[src/rtl/regfile_arb_pkg.sv]
// Shared widths, writeback entry layout and age/one-hot helpers for the
// register-file write arbiter.
package regfile_arb_pkg;

  localparam int unsigned DATA_W = 64;
  localparam int unsigned ADDR_W = 5;
  localparam int unsigned TAG_W  = 3;
  localparam int unsigned NREGS  = 32;

  localparam logic [ADDR_W-1:0] ZERO_REG = 5'd31;

  typedef struct packed {
    logic [ADDR_W-1:0] rd;
    logic [DATA_W-1:0] data;
    logic [TAG_W-1:0]  tag;
  } wb_entry_t;

  // a is older than b when b is ahead of a by less than half the tag space
  function automatic logic tag_older(input logic [TAG_W-1:0] a,
                                     input logic [TAG_W-1:0] b);
    logic [TAG_W-1:0] d;
    d = b - a;
    return (d != '0) && !d[TAG_W-1];
  endfunction

  function automatic logic [NREGS-1:0] reg_onehot(input logic [ADDR_W-1:0] r);
    logic [NREGS-1:0] m;
    m    = '0;
    m[r] = 1'b1;
    return m;
  endfunction

endpackage

[src/rtl/regfile_write_arbiter_fifo.sv]
// Small circular FIFO of writeback entries; also reports the set of
// destination registers held by its valid entries.
module wb_fifo
  import regfile_arb_pkg::*;
#(
  parameter int unsigned DEPTH = 2
) (
  input  logic             clk,
  input  logic             reset,
  input  logic             i_push,
  input  wb_entry_t        i_entry,
  input  logic             i_pop,
  output wb_entry_t        o_head,
  output logic             o_full,
  output logic             o_empty,
  output logic [NREGS-1:0] o_busy
);

  localparam int unsigned PTR_W = (DEPTH > 1) ? $clog2(DEPTH) : 1;

  wb_entry_t        r_mem [DEPTH];
  logic [DEPTH-1:0] r_vld;
  logic [PTR_W-1:0] r_wr_ptr;
  logic [PTR_W-1:0] r_rd_ptr;
  logic [PTR_W:0]   r_count;

  logic w_push;
  logic w_pop;

  assign o_full  = (r_count == (PTR_W+1)'(DEPTH));
  assign o_empty = (r_count == '0);
  assign w_push  = i_push && !o_full;
  assign w_pop   = i_pop && !o_empty;
  assign o_head  = r_mem[r_rd_ptr];

  always_ff @(posedge clk or negedge reset) begin
    if (!reset) begin
      r_wr_ptr <= '0;
      r_rd_ptr <= '0;
      r_count  <= '0;
      r_vld    <= '0;
    end else begin
      if (w_push) begin
        r_wr_ptr        <= r_wr_ptr + 1'b1;
        r_vld[r_wr_ptr] <= 1'b1;
      end
      if (w_pop) begin
        r_rd_ptr        <= r_rd_ptr + 1'b1;
        r_vld[r_rd_ptr] <= 1'b0;
      end
      case ({w_push, w_pop})
        2'b10:   r_count <= r_count + 1'b1;
        2'b01:   r_count <= r_count - 1'b1;
        default: r_count <= r_count;
      endcase
    end
  end

  // Payload needs no reset: r_vld gates every use of it.
  always_ff @(posedge clk) begin
    if (w_push) r_mem[r_wr_ptr] <= i_entry;
  end

  always_comb begin
    o_busy = '0;
    for (int unsigned i = 0; i < DEPTH; i++) begin
      if (r_vld[i]) o_busy = o_busy | reg_onehot(r_mem[i].rd);
    end
  end

endmodule

[src/rtl/regfile_write_arbiter.sv]
// Arbitrates ALU and load writebacks onto the single register-file write
// port: per-requester FIFOs, age ordering on same-register heads, starvation guard.
module regfile_write_arbiter
  import regfile_arb_pkg::*;
#(
  parameter int unsigned FIFO_DEPTH = 2,
  parameter int unsigned STARVE_MAX = 3
) (
  input  logic              clk,
  input  logic              reset,
  input  logic              alu_valid,
  output logic              alu_ready,
  input  logic [ADDR_W-1:0] alu_reg,
  input  logic [DATA_W-1:0] alu_data,
  input  logic              mem_valid,
  output logic              mem_ready,
  input  logic [ADDR_W-1:0] mem_reg,
  input  logic [DATA_W-1:0] mem_data,
  output logic              RegWrite,
  output logic [ADDR_W-1:0] WriteRegister,
  output logic [DATA_W-1:0] WriteData,
  output logic [NREGS-1:0]  busy_mask
);

  localparam int unsigned STARVE_W = (STARVE_MAX > 0) ? $clog2(STARVE_MAX + 1) : 1;

  logic [TAG_W-1:0]    r_tag;
  logic [STARVE_W-1:0] r_starve;
  logic                r_regwrite;
  logic [ADDR_W-1:0]   r_wreg;
  logic [DATA_W-1:0]   r_wdata;

  logic             w_alu_full, w_alu_empty, w_mem_full, w_mem_empty;
  logic             w_alu_push, w_mem_push;
  logic             w_alu_win, w_mem_win;
  logic [TAG_W-1:0] w_alu_tag;
  wb_entry_t        w_alu_in, w_mem_in, w_alu_head, w_mem_head;
  logic [NREGS-1:0] w_alu_busy, w_mem_busy;

  assign alu_ready = reset && !w_alu_full;
  assign mem_ready = reset && !w_mem_full;

  // Register 31 completes the handshake but is never queued or tagged.
  assign w_alu_push = alu_valid && alu_ready && (alu_reg != ZERO_REG);
  assign w_mem_push = mem_valid && mem_ready && (mem_reg != ZERO_REG);

  // Mem takes the lower tag on a same-cycle accept, so it counts as older.
  assign w_alu_tag = r_tag + TAG_W'(w_mem_push);
  assign w_mem_in  = '{rd: mem_reg, data: mem_data, tag: r_tag};
  assign w_alu_in  = '{rd: alu_reg, data: alu_data, tag: w_alu_tag};

  wb_fifo #(.DEPTH(FIFO_DEPTH)) u_alu_fifo (
    .clk     (clk),
    .reset   (reset),
    .i_push  (w_alu_push),
    .i_entry (w_alu_in),
    .i_pop   (w_alu_win),
    .o_head  (w_alu_head),
    .o_full  (w_alu_full),
    .o_empty (w_alu_empty),
    .o_busy  (w_alu_busy)
  );

  wb_fifo #(.DEPTH(FIFO_DEPTH)) u_mem_fifo (
    .clk     (clk),
    .reset   (reset),
    .i_push  (w_mem_push),
    .i_entry (w_mem_in),
    .i_pop   (w_mem_win),
    .o_head  (w_mem_head),
    .o_full  (w_mem_full),
    .o_empty (w_mem_empty),
    .o_busy  (w_mem_busy)
  );

  always_comb begin
    w_alu_win = 1'b0;
    w_mem_win = 1'b0;
    if (!w_alu_empty && !w_mem_empty) begin
      if (w_alu_head.rd == w_mem_head.rd)
        w_mem_win = tag_older(w_mem_head.tag, w_alu_head.tag);
      else
        w_mem_win = (r_starve == STARVE_W'(STARVE_MAX));
      w_alu_win = !w_mem_win;
    end else if (!w_alu_empty) begin
      w_alu_win = 1'b1;
    end else if (!w_mem_empty) begin
      w_mem_win = 1'b1;
    end
  end

  always_ff @(posedge clk or negedge reset) begin
    if (!reset) begin
      r_tag      <= '0;
      r_starve   <= '0;
      r_regwrite <= 1'b0;
      r_wreg     <= ZERO_REG;
      r_wdata    <= '0;
    end else begin
      r_tag <= r_tag + TAG_W'(w_mem_push) + TAG_W'(w_alu_push);

      if (w_mem_empty || w_mem_win)
        r_starve <= '0;
      else if (w_alu_win && (r_starve != STARVE_W'(STARVE_MAX)))
        r_starve <= r_starve + 1'b1;

      r_regwrite <= w_alu_win || w_mem_win;
      if (w_mem_win) begin
        r_wreg  <= w_mem_head.rd;
        r_wdata <= w_mem_head.data;
      end else if (w_alu_win) begin
        r_wreg  <= w_alu_head.rd;
        r_wdata <= w_alu_head.data;
      end
    end
  end

  assign RegWrite      = r_regwrite;
  assign WriteRegister = r_wreg;
  assign WriteData     = r_wdata;
  assign busy_mask     = w_alu_busy | w_mem_busy |
                         (r_regwrite ? reg_onehot(r_wreg) : '0);

endmodule

[config.mk]
export PLATFORM = sky130hd
export DESIGN_NAME = regfile_write_arbiter
export DESIGN_NICKNAME = d
export VERILOG_FILES = /design/src/rtl/regfile_arb_pkg.sv /design/src/rtl/regfile_write_arbiter_fifo.sv /design/src/rtl/regfile_write_arbiter.sv
export SDC_FILE = /design/constraint.sdc
export NUM_CORES = 1
export LEC_CHECK = 0
export BUFFER_PORTS_ARGS = -buffer_cell sky130_fd_sc_hd__buf_2
export CELL_PAD_IN_SITES_DETAIL_PLACEMENT = 1
export CELL_PAD_IN_SITES_GLOBAL_PLACEMENT = 1
export CORE_MARGIN = 5
export CORE_UTILIZATION = 42
export DETAILED_ROUTE_END_ITERATION = 6
export GPL_TIMING_DRIVEN = 0
export PLACE_DENSITY = 0.85
export SLEW_MARGIN = 20
export SYNTH_ARGS = -nofsm -noshare
export SYNTH_HDL_FRONTEND = slang
export SYNTH_SLANG_ARGS = --single-unit
[constraint.sdc]
create_clock -name clk -period 4.6 [get_ports clk]
set_input_delay 0.46 -clock clk [delete_from_list [all_inputs] [get_ports clk]]
set_output_delay 0.46 -clock clk [all_outputs]
set_load 0.02 [all_outputs]
==> reports/qor.csv, run 1 <==
metric;value;unit
outcome;completed;
p_clk_share;23.2;%
max_clock_freq;252;MHz
synth_top_cell_area_share;54.4;%
grt_start_max_net_pins;64;
crit_fanout;19;
synth-seq-cells;375;
tns;0;ns
vias_per_cell;5.86;
syn_area;15900;um^2
ir_drop;0.580;mV
yosysTopAreaCell;edfxtp_1;
layout.nets;1544;
r2r-end;u_mem_fifo.r_count[1];
cp.required;5.06;ns
p_sw;5.21;mW
r2r_slack;0.64;ns
synth.area.top_cells;edfxtp_1 54%, dfrtp_1 13%, mux2i_1 8.9%, o221ai_1 4.3%, o211ai_1 3.0%;
routedWlPerCell;26.6;um
yosys_warnings;0;
crit_type;reg -> reg;
final-max-slew-violation-count;0;
crit_start;u_mem_fifo.r_rd_ptr;
syn_to_final_growth;21.1;%
cts_tree;yes;
routed_wirelength;51700;um
core_area;37500;um^2
endpoint_kind;flop;
synth_nets;1252;
tightest_slew;0.935;ns
synth_seq_area_share;68.2;%
seqPwrFrac;37.3;%
clkLatencyLatePin;0.54;ns
synth_edf_count;288;
pin_count;246;
max-cap-violations;0;
fin_area;19200;um^2
grt_overflow;0;
cp-start-kind;flop;
groute.usage.overall;24.0;%
period_share;86.1;%
cp.arrival;4.42;ns
intPower;8.02;mW
ant_nets;0;
dpl-instance-area;18000;um^2
drive_gt1_share;25.4;%
die_h;205;um
fin_util;51.3;%
num_vias;11400;
place_congestion;0.883;
port_buffers;245;
rows;71;
ys_types;45;
htree_levels;2;
post_cts_resized;0;
combinationalPowerShare;39.5;%
drc;0;
cts_made_buffers;37;
clockBufferDepth;3;
avgSynthCellArea;14.4;um^2
rsz0062_at_grt;false;
syn_inst;1101;
antenna_found_initial;19;
slew_headroom;37.6;%
rr_worst_depth;15;
synthFlopType;edfxtp_1;
firstDrtPassIters;5;
hpwl;34600;um
period_minus_slack;3.96;ns
start_util;42.4;%
timing_hold_violations_final;0;
r2r_start;u_mem_fifo.r_rd_ptr;
cts_sinks;375;
sw_frac_of_total;39.4;%
setup_viol;0;
path_clk_slew;0.07;ns
power_density;688;nW/um^2
power_leakage;7.38;nW
grt_pass1_wl;76800;um
crit_end;u_mem_fifo.r_count[1];
clock_skew;0.0261;ns
worstHoldPathType;in -> reg;
fp.dieW;205;um
ys_async_sr_fraction;23.2;%
grt_pass1_vias;12300;
drt_first_iter_violations;795;
cts_root_buffer;clkbuf_16;
fp.dieArea;41800;um^2
-- synth_stat cells, drive strengths merged, types with 17 or more instances --
master	number
a22oi	32
buf	30
clkbuf	41
dfrtp	82
edfxtp	288
mux2i	142
nand2	92
nand3	28
nand3b	17
nor2	59
nor3b	20
o211ai	63
o221ai	78
o22ai	18
-- critical path: stages, from the launching register on --
cell      delay (ns)
dfrtp_1         0.32
buf_2           0.19
buf_4           0.27
buf_2           0.56
mux2_2          0.41
ha_1            0.18
nand2b_1        0.16
nor2b_1         0.14
mux2i_1         0.20
nand4_1         0.21
a21o_1          0.23
buf_6           0.17
inv_1           0.22
ha_1            0.31
nor2_1          0.15
xor2_1          0.15
-- worst min path at each step --
stage / from / endpoint / cells past startpoint
after floorplan: reset / RegWrite / 0
after global placement: r_tag[1] / u_mem_fifo.r_mem[0][1] / 0
after detailed placement: reset / WriteData[46] / 1
after CTS: mem_data[63] / u_mem_fifo.r_mem[0][66] / 1
after global routing: alu_data[1] / u_alu_fifo.r_mem[1][4] / 1
final: alu_data[32] / u_alu_fifo.r_mem[0][35] / 1
-- what timing repair did --
| item | in CTS | in global routing |
|---|---|---|
| hold buffers | 1 | 0 |
| hold endpoints to repair | 22 | 0 |
| setup buffers | 0 | 0 |
| setup endpoints to repair | 0 | 1 |
-- flip-flops by register name, summed over array words and instances (netlist names), 2 cells and up --
name,count
r_tag,3
u_alu_fifo.r_mem,144
u_mem_fifo.r_count,2
u_alu_fifo.r_vld,2
u_mem_fifo.r_mem,144
WriteData,64
u_alu_fifo.r_count,2
u_mem_fifo.r_vld,2
WriteRegister,5
r_starve,2
-- cell type report --
type | count | area (um^2)
multi-input cells | 648 | 4710
inverters | 7 | 26.3
diodes | 9 | 22.5
flip-flops and latches | 375 | 10800
clock buffers | 55 | 1100
plain buffers | 69 | 332
fillers | 3783 | 18200
repair buffers | 255 | 1450
well taps | 511 | 639
clock inverters | 13 | 126
-- cell usage in the layout, fill, tap and decap left out, types with 8 or more instances in the layout --
| cell type | Yosys | final |
|---|---|---|
| nand3b_1 | 17 | 17 |
| o211ai_1 | 63 | 63 |
| nor2_1 | 59 | 57 |
| or2_2 | 10 | 10 |
| edfxtp_1 | 288 | 288 |
| o221ai_1 | 78 | 78 |
| clkbuf_16 | 0 | 39 |
| nand2_1 | 92 | 92 |
| xnor2_1 | 9 | 9 |
| clkbuf_1 | 41 | 51 |
| ha_1 | 9 | 9 |
| nand3_1 | 28 | 28 |
| nor3b_1 | 20 | 20 |
| nor3_1 | 8 | 8 |
| mux2i_1 | 142 | 142 |
| a22oi_1 | 32 | 32 |
| buf_2 | 16 | 260 |
| o22ai_1 | 18 | 18 |
| dfrtp_1 | 82 | 82 |
| a21oi_1 | 8 | 8 |
| xor2_1 | 10 | 10 |
| diode_2 | 0 | 9 |
-- power by group through the flow --
stage / combinational (mW) / clock, mW / sequential, mW
2_1_floorplan: 2.92 / 0 / 5.23
3_3_place_gp: 4.79 / 0 / 4.97
3_5_place_dp: 5.12 / 0 / 4.96
4_1_cts: 5.24 / 3.10 / 4.92
5_1_grt: 5.55 / 3.28 / 4.98
6_report: 5.22 / 3.07 / 4.93
-- metal layers --
metal | part of all wire (%) | global-route usage, % | wire [um]
met1 | 38 | 28.6 | 19500
met2 | 52 | 43.2 | 26700
met3 | 7.1 | 5.33 | 3680
met4 | 3.3 | 8.21 | 1700
met5 | 0.27 | 0 | 139
-- through the flow --
stage / cells / setup WS [ns] / hold WS (ns) / total power [mW]
floorplan: 1101 / 0.862 / 0.164 / 8.15
global placement: 1857 / -2.47 / 0.454 / 9.76
detailed placement: 1866 / 0.283 / 0.361 / 10.1
CTS: 1935 / 0.216 / 0.0882 / 13.3
global route: 1940 / 0.421 / 0.0923 / 13.8
finish: 1942 / 0.638 / 0.109 / 13.2
-- kinds of logic after synthesis --
logic type | after synthesis | synth area share (%)
compound gates | 221 | 10.9
xor+xnor | 19 | 1.05
fa+ha+maj | 9 | 0.709
buf+inv | 78 | 2.30
flops | 375 | 68.2
mux | 144 | 9.09
simple gates | 255 | 7.82
(Power assumes the default switching activity.)
==> inputs of run 2 (changes only) <==
--- a/config.mk
+++ b/config.mk
@@ -5,15 +5,17 @@
 export SDC_FILE = /design/constraint.sdc
 export NUM_CORES = 1
 export LEC_CHECK = 0
+export ABC_AREA = 1
 export BUFFER_PORTS_ARGS = -buffer_cell sky130_fd_sc_hd__buf_2
 export CELL_PAD_IN_SITES_DETAIL_PLACEMENT = 1
 export CELL_PAD_IN_SITES_GLOBAL_PLACEMENT = 1
 export CORE_MARGIN = 5
-export CORE_UTILIZATION = 42
+export CORE_UTILIZATION = 40
 export DETAILED_ROUTE_END_ITERATION = 6
 export GPL_TIMING_DRIVEN = 0
-export PLACE_DENSITY = 0.85
+export PLACE_DENSITY = 0.84
 export SLEW_MARGIN = 20
 export SYNTH_ARGS = -nofsm -noshare
 export SYNTH_HDL_FRONTEND = slang
 export SYNTH_SLANG_ARGS = --single-unit
+export TNS_END_PERCENT = 10
==> run 2 against run 1 <==
Synthesized cell count is 32% higher. Power grew 1.0%. Sequential share of layout area decreased by 0.99 points. Flip-flop and latch count is the same. Via count rose by 7.4%. First-iteration DRC count is 1.6% higher. Cell area is 1.8% higher. Critical endpoint is now u_alu_fifo.r_count[1].
==> reports/qor.csv, run 2 <==
metric;value;unit;change
routedWlPerCell;22.4;um;-16%
ant_nets;0;;unchanged
fp.dieW;210;um;+2.6%
post_cts_resized;0;;unchanged
clkLatencyLatePin;0.56;ns;+0.02 ns
groute.usage.overall;23.1;%;-0.93 points
timing_hold_violations_final;0;;unchanged
grt_pass1_wl;78500;um;+2.3%
rows;73;;+2.8%
cts_root_buffer;clkbuf_16;;
worstHoldPathType;in -> reg;;
layout_commonest_cell;nand2_1;;
hpwl;37500;um;+8.3%
synth_most_common_cell;nand2_1;;
final-max-slew-violation-count;0;;unchanged
endpoint_kind;flop;;
crit_fanout;10;;-9
ir_drop;0.434;mV;-25%
slowest_delay;0.53;ns;-0.03 ns
syn_inst;1454;;+32%
cts_sinks;375;;unchanged
rsz0062_at_grt;false;;
synth_common_cells;478 x nand2_1, 288 x edfxtp_1, 171 x nor2_1, 82 x dfrtp_1, 69 x mux2i_1;;
cts_made_buffers;39;;+5.4%
vias_per_cell;5.26;;-10%
grt_overflow;0;;unchanged
place_congestion;0.862;;-2.3%
crit_path_cell_trace;buf_2 > inv_2 > clkbuf_1 > clkbuf_1 > nand2_1 > nand2_1 > ha_1 > nor2_1 > nor2_1 > inv_1 > nand3_1 > nand2_1 > nor2_1 > nand2_1 > nand2_1 > nand2_1 > nand2_2 > buf_6 > inv_1 > ha_1 > a21oi_1 > o21ai_0 > xnor2_1;;
core_area;39600;um^2;+5.7%
start_util;40.3;%;-2.1 points
clock_skew;0.0345;ns;+0.00845 ns
tightest_slew;0.999;ns;+0.0638 ns
power_leakage;8.09;nW;+9.6%
nFillCells;4431;;+17%
multi_input_area;4700;um^2;-0.34%
synth.area.top_cells;edfxtp_1 54%, dfrtp_1 13%, nand2_1 11%, mux2i_1 4.3%, nor2_1 4.0%;;
cts-hold-fix-buffers;1;;unchanged
yosysTopAreaCell;edfxtp_1;;
crit_type;reg -> reg;;
synth-seq-cells;375;;unchanged
synth_seq_area_share;67.7;%;-0.41 points
period_share;90.1;%;+3.9 points
final_cells;2322;;+20%
routed_wirelength;52000;um;+0.66%
slew_headroom;33.1;%;-4.5 points
path_clk_slew;0.06;ns;about the same
cp.arrival;4.55;ns;+0.13 ns
final_cell_mix;478 x nand2_1, 288 x edfxtp_1, 256 x buf_2, 167 x nor2_1, 82 x dfrtp_1;;
syn_area;16000;um^2;+0.61%
drt_first_iter_violations;808;;+1.6%
cts_setup_buffers;0;;unchanged
cp-start-kind;flop;;
setup_viol;0;;unchanged
grt_pass1_vias;13400;;+8.4%
synth_edf_count;288;;unchanged
ys_async_sr_fraction;23.2;%;unchanged
crit_slowest_cell;clkbuf_1;;
synthFlopType;edfxtp_1;;
antenna_found_initial;26;;+7
dp.cells;2237;;+20%
avgSynthCellArea;11.0;um^2;-24%
fin_util;49.4;%;-1.9 points
syn_to_final_growth;22.5;%;
max_clock_freq;241;MHz;-4.4%
ys_types;33;;-27%
path_common_cell;nand2_1;;
crit_buf_inv;7;;+2
crit_family;buffers and inverters;;
yosys_warnings;0;;unchanged
cts_tree;yes;;
port_buffers;245;;unchanged
drive_gt1_share;20.4;%;-5.0 points
period_minus_slack;4.14;ns;+0.181 ns
max-cap-violations;0;;unchanged
drc;0;;unchanged
seq_area;10800;um^2;unchanged
fp.dieArea;44100;um^2;+5.4%
pin_count;246;;unchanged
htree_levels;2;;unchanged
outcome;completed;;
power_density;682;nW/um^2;-0.76%
clockBufferDepth;3;;unchanged
synth_top_cell_area_share;54.1;%;-0.33 points
hold_ws;0.0877;ns;-0.0217 ns
layout.nets;1905;;+23%
synth_nets;1605;;+28%
num_vias;12200;;+7.4%
grt_start_max_net_pins;58;;-9.4%
cp.required;5.01;ns;-0.05 ns
die_h;210;um;+2.6%
firstDrtPassIters;5;;unchanged
[run 2: stage by stage]
stage	power, mW	worst slack, ns	setup TNS, ns	cell area, um^2
finish	13.4	0.457	0	19600
detailed placement	10.2	0.452	0	18200
floorplan	8.20	-0.104	-19.67	16000
CTS	13.5	0.393	0	19500
global placement	9.88	-4.49	-1119.78	17900
global route	14.2	0.107	0	19600
[run 2: area by class of cell]
cell class                 count  area share, %
tap                          525           3.35
clock inverter                12          0.882
inverter                      67           1.28
sequential                   375           55.3
multi-input combinational    957           24.0
buffer                        55           1.44
timing repair buffer         259           7.90
clock buffer                  59           5.67
antenna                       13          0.166
[run 2: logic make-up after synthesis]
| family | after synthesis | synth area share [%] |
|---|---|---|
| and+or+nand+nor | 727 | 17.8 |
| DFF | 375 | 67.7 |
| AOI/OAI and AO/OA | 143 | 5.63 |
| buffers and inverters | 122 | 3.33 |
| muxes | 69 | 4.32 |
| xor gates and xnor gates | 9 | 0.493 |
| adders and majority gates | 9 | 0.704 |
[run 2: report_power, final]
group | internal [mW] | switching, mW
logic | 1.65 | 3.69
registers | 4.46 | 0.392
clock network | 1.85 | 1.32
total | 7.96 | 5.40
[run 2: worst paths after layout]
kind | endpoint | start | slack [ns] | cells after the start
min in group asynchronous | WriteData[39] | reset | 0.37 | 2
setup / recovery | u_alu_fifo.r_count[1] | u_mem_fifo.r_rd_ptr | 0.46 | 23
setup reg to reg | u_alu_fifo.r_count[1] | u_mem_fifo.r_rd_ptr | 0.46 | 23
hold reg to reg | WriteData[13] | WriteData[13] | 0.47 | 2
max in group asynchronous | WriteRegister[3] | reset | 3.51 | 3
hold / removal | u_alu_fifo.r_mem[0][50] | alu_data[47] | 0.09 | 1
[run 2: per-layer routing]
layer / vias up / share of wire, % / GRT usage, %
met5: - / 0.33 / 0
met4: 28 / 2.7 / 8.01
met3: 124 / 6.6 / 6.40
met2: 364 / 52 / 41.5
met1: 6087 / 38 / 26.6
li1: 5608 / - / -
==> inputs of run 3 (changes only) <==
--- a/config.mk
+++ b/config.mk
@@ -5,15 +5,14 @@
 export SDC_FILE = /design/constraint.sdc
 export NUM_CORES = 1
 export LEC_CHECK = 0
-export ABC_AREA = 1
 export BUFFER_PORTS_ARGS = -buffer_cell sky130_fd_sc_hd__buf_2
 export CELL_PAD_IN_SITES_DETAIL_PLACEMENT = 1
 export CELL_PAD_IN_SITES_GLOBAL_PLACEMENT = 1
 export CORE_MARGIN = 5
-export CORE_UTILIZATION = 40
+export CORE_UTILIZATION = 42
 export DETAILED_ROUTE_END_ITERATION = 6
 export GPL_TIMING_DRIVEN = 0
-export PLACE_DENSITY = 0.84
+export PLACE_DENSITY = 0.85
 export SLEW_MARGIN = 20
 export SYNTH_ARGS = -nofsm -noshare
 export SYNTH_HDL_FRONTEND = slang
==> run 3 against run 2 <==
Sequential share of layout area grew 0.57 points. Power up 0.40%. Sequential power is 1% higher. Count of clock-buffer cells in the layout down 4. First-iteration DRC count is 7.4% higher. Register-to-register slack gained 0.20 ns. Critical endpoint is now u_mem_fifo.r_count[1]. Non-clock buffer count increased by 11. Cell area decreased by 1.0%.
==> reports/qor.csv, run 3 (same netlist as run 1, synthesis figures left out) <==
metric;value;unit;change
outcome;completed;;
rr_worst_depth;15;;-35%
fin_ws;0.653;ns;+0.195 ns
layout_commonest_cell;edfxtp_1;;
power;13.4;mW;+0.40%
power_density;692;nW/um^2;+1.4%
ir_drop;0.436;mV;+0.57%
timing_hold_violations_final;0;;unchanged
cts_made_buffers;38;;-2.6%
groute.usage.overall;23.2;%;+0.080 points
clkLatencyLatePin;0.53;ns;-0.03 ns
nFillCells;3814;;-14%
final-max-slew-violation-count;0;;unchanged
dpl-instance-area;18100;um^2;-1.1%
drt_first_iter_violations;868;;+7.4%
htree_levels;2;;unchanged
grt_pass1_vias;12200;;-8.9%
grt_pass1_wl;75200;um;-4.3%
fp.dieArea;41800;um^2;-5.1%
power_leakage;7.45;nW;-7.8%
post-place-ws;0.224;ns;-0.228 ns
die_h;205;um;-2.6%
drive_gt1_share;25.6;%;+5.2 points
setup_viol;0;;unchanged
core_area;37500;um^2;-5.4%
hpwl;34500;um;-8.0%
cts_root_buffer;clkbuf_16;;
layout.nets;1546;;-19%
worstHoldStart;mem_data[7];;
crit_slowest_cell;buf_2;;
worstHoldPathType;in -> reg;;
clock_skew;0.0146;ns;-0.0199 ns
crit_family;buffers and inverters;;
tightest_slew;0.864;ns;-0.136 ns
firstDrtPassIters;5;;unchanged
period_share;85.8;%;-4.2 points
period_minus_slack;3.95;ns;-0.195 ns
routed_wirelength;50100;um;-3.8%
hold_path_end;u_mem_fifo.r_mem[1][10];;
r2r_start;u_mem_fifo.r_rd_ptr;;
path_clk_slew;0.06;ns;about the same
crit_path_cell_trace;buf_2 > buf_4 > buf_2 > mux2_2 > ha_1 > nand2b_1 > nor2b_1 > mux2i_1 > nand4_1 > a21o_1 > buf_6 > inv_1 > ha_1 > nor2_1 > xor2_1;;
vias_per_cell;5.80;;+10%
slew_headroom;41.9;%;+8.8 points
cts_sinks;375;;unchanged
cts_tree;yes;;
grt_overflow;0;;unchanged
tns;0;ns;unchanged
grt_start_max_net_pins;49;;-16%
crit_type;reg -> reg;;
ant_nets;0;;unchanged
max_clock_freq;253;MHz;+4.9%
fin_area;19400;um^2;-1.0%
final_cell_mix;288 x edfxtp_1, 260 x buf_2, 142 x mux2i_1, 92 x nand2_1, 82 x dfrtp_1;;
start_util;42.4;%;+2.1 points
holdPathStages;1;;unchanged
post_cts_resized;0;;unchanged
slowest_delay;0.57;ns;+0.04 ns
fp.dieW;205;um;-2.6%
clockBufferDepth;3;;unchanged
crit_buf_inv;5;;-2
routedWlPerCell;25.8;um;+15%
cp.arrival;4.39;ns;-0.16 ns
max-cap-violations;0;;unchanged
drc;0;;unchanged
rsz0062_at_grt;false;;
antenna_found_initial;13;;-50%
place_congestion;0.877;;+1.7%
cts_setup_buffers;0;;unchanged
endpoint_kind;flop;;
rows;71;;-2.7%
r2r_slack;0.65;ns;+0.20 ns
crit_fanout;19;;+9
r2r-end;u_mem_fifo.r_count[1];;
cp-start-kind;flop;;
syn_to_final_growth;22.0;%;
cp.required;5.04;ns;+0.03 ns
port_buffers;245;;unchanged
pin_count;246;;unchanged
num_vias;11300;;-7.7%
[run 3: cell count changes in the layout (fill, tap and decap cells not counted), moves of 13 or more]
cell	delta
o211ai_1	+46
o22ai_1	+15
nor3_1	-27
a221oi_1	-13
o21ai_0	-65
a22oi_1	+25
nand3b_1	+15
inv_1	-55
o221ai_1	+73
mux2i_1	+73
nor3b_1	+20
nand2_1	-386
nor2_1	-110
[run 3: timing repair]
item,in CTS,in global routing
hold buffers,1,0
endpoints found under the hold margin,41,0
endpoints found under the setup margin,0,1
[run 3: worst max path at each step]
stage	startpoint	end	cells past startpoint
3_3_place_gp	reset	u_alu_fifo.r_mem[0][48]	5
2_1_floorplan	reset	u_alu_fifo.r_mem[0][0]	4
6_report	u_mem_fifo.r_rd_ptr	u_mem_fifo.r_count[1]	15
3_5_place_dp	u_alu_fifo.r_rd_ptr	u_mem_fifo.r_count[1]	15
5_1_grt	u_mem_fifo.r_rd_ptr	u_mem_fifo.r_count[1]	15
4_1_cts	u_alu_fifo.r_rd_ptr	u_mem_fifo.r_count[1]	15
[run 3: power by group]
part           internal (mW)  switching [mW]
clock                   1.97            1.28
combinational           1.78            3.44
sequential              4.48           0.454
total                   8.24            5.18
[run 3: cell type report]
class / count / area (um^2) / area share (%)
Buffer: 69 / 332 / 1.71
Clock inverter: 14 / 193 / 0.994
Sequential cell: 375 / 10800 / 55.9
Clock buffer: 55 / 1120 / 5.77
Multi-Input combinational cell: 648 / 4710 / 24.3
Antenna cell: 8 / 20.0 / 0.103
Inverter: 7 / 26.3 / 0.136
Timing Repair Buffer: 256 / 1510 / 7.79
Tap cell: 511 / 639 / 3.30
[run 3: per-layer routing]
layer	routed length, um	vias up	GRT usage [%]
li1	-	4948	-
met1	19800	5792	29.0
met2	26000	426	41.7
met3	3160	85	4.65
met4	1050	14	5.43
met5	92	-	0
[run 3: per-stage QoR]
stage               cells  utilization [%]  hold slack, ns
finish               1943             51.7           0.118
global route         1939             51.7           0.104
CTS                  1937             51.7           0.101
detailed placement   1867             48.2           0.431
global placement     1857             47.4           0.452
floorplan            1101                -           0.164
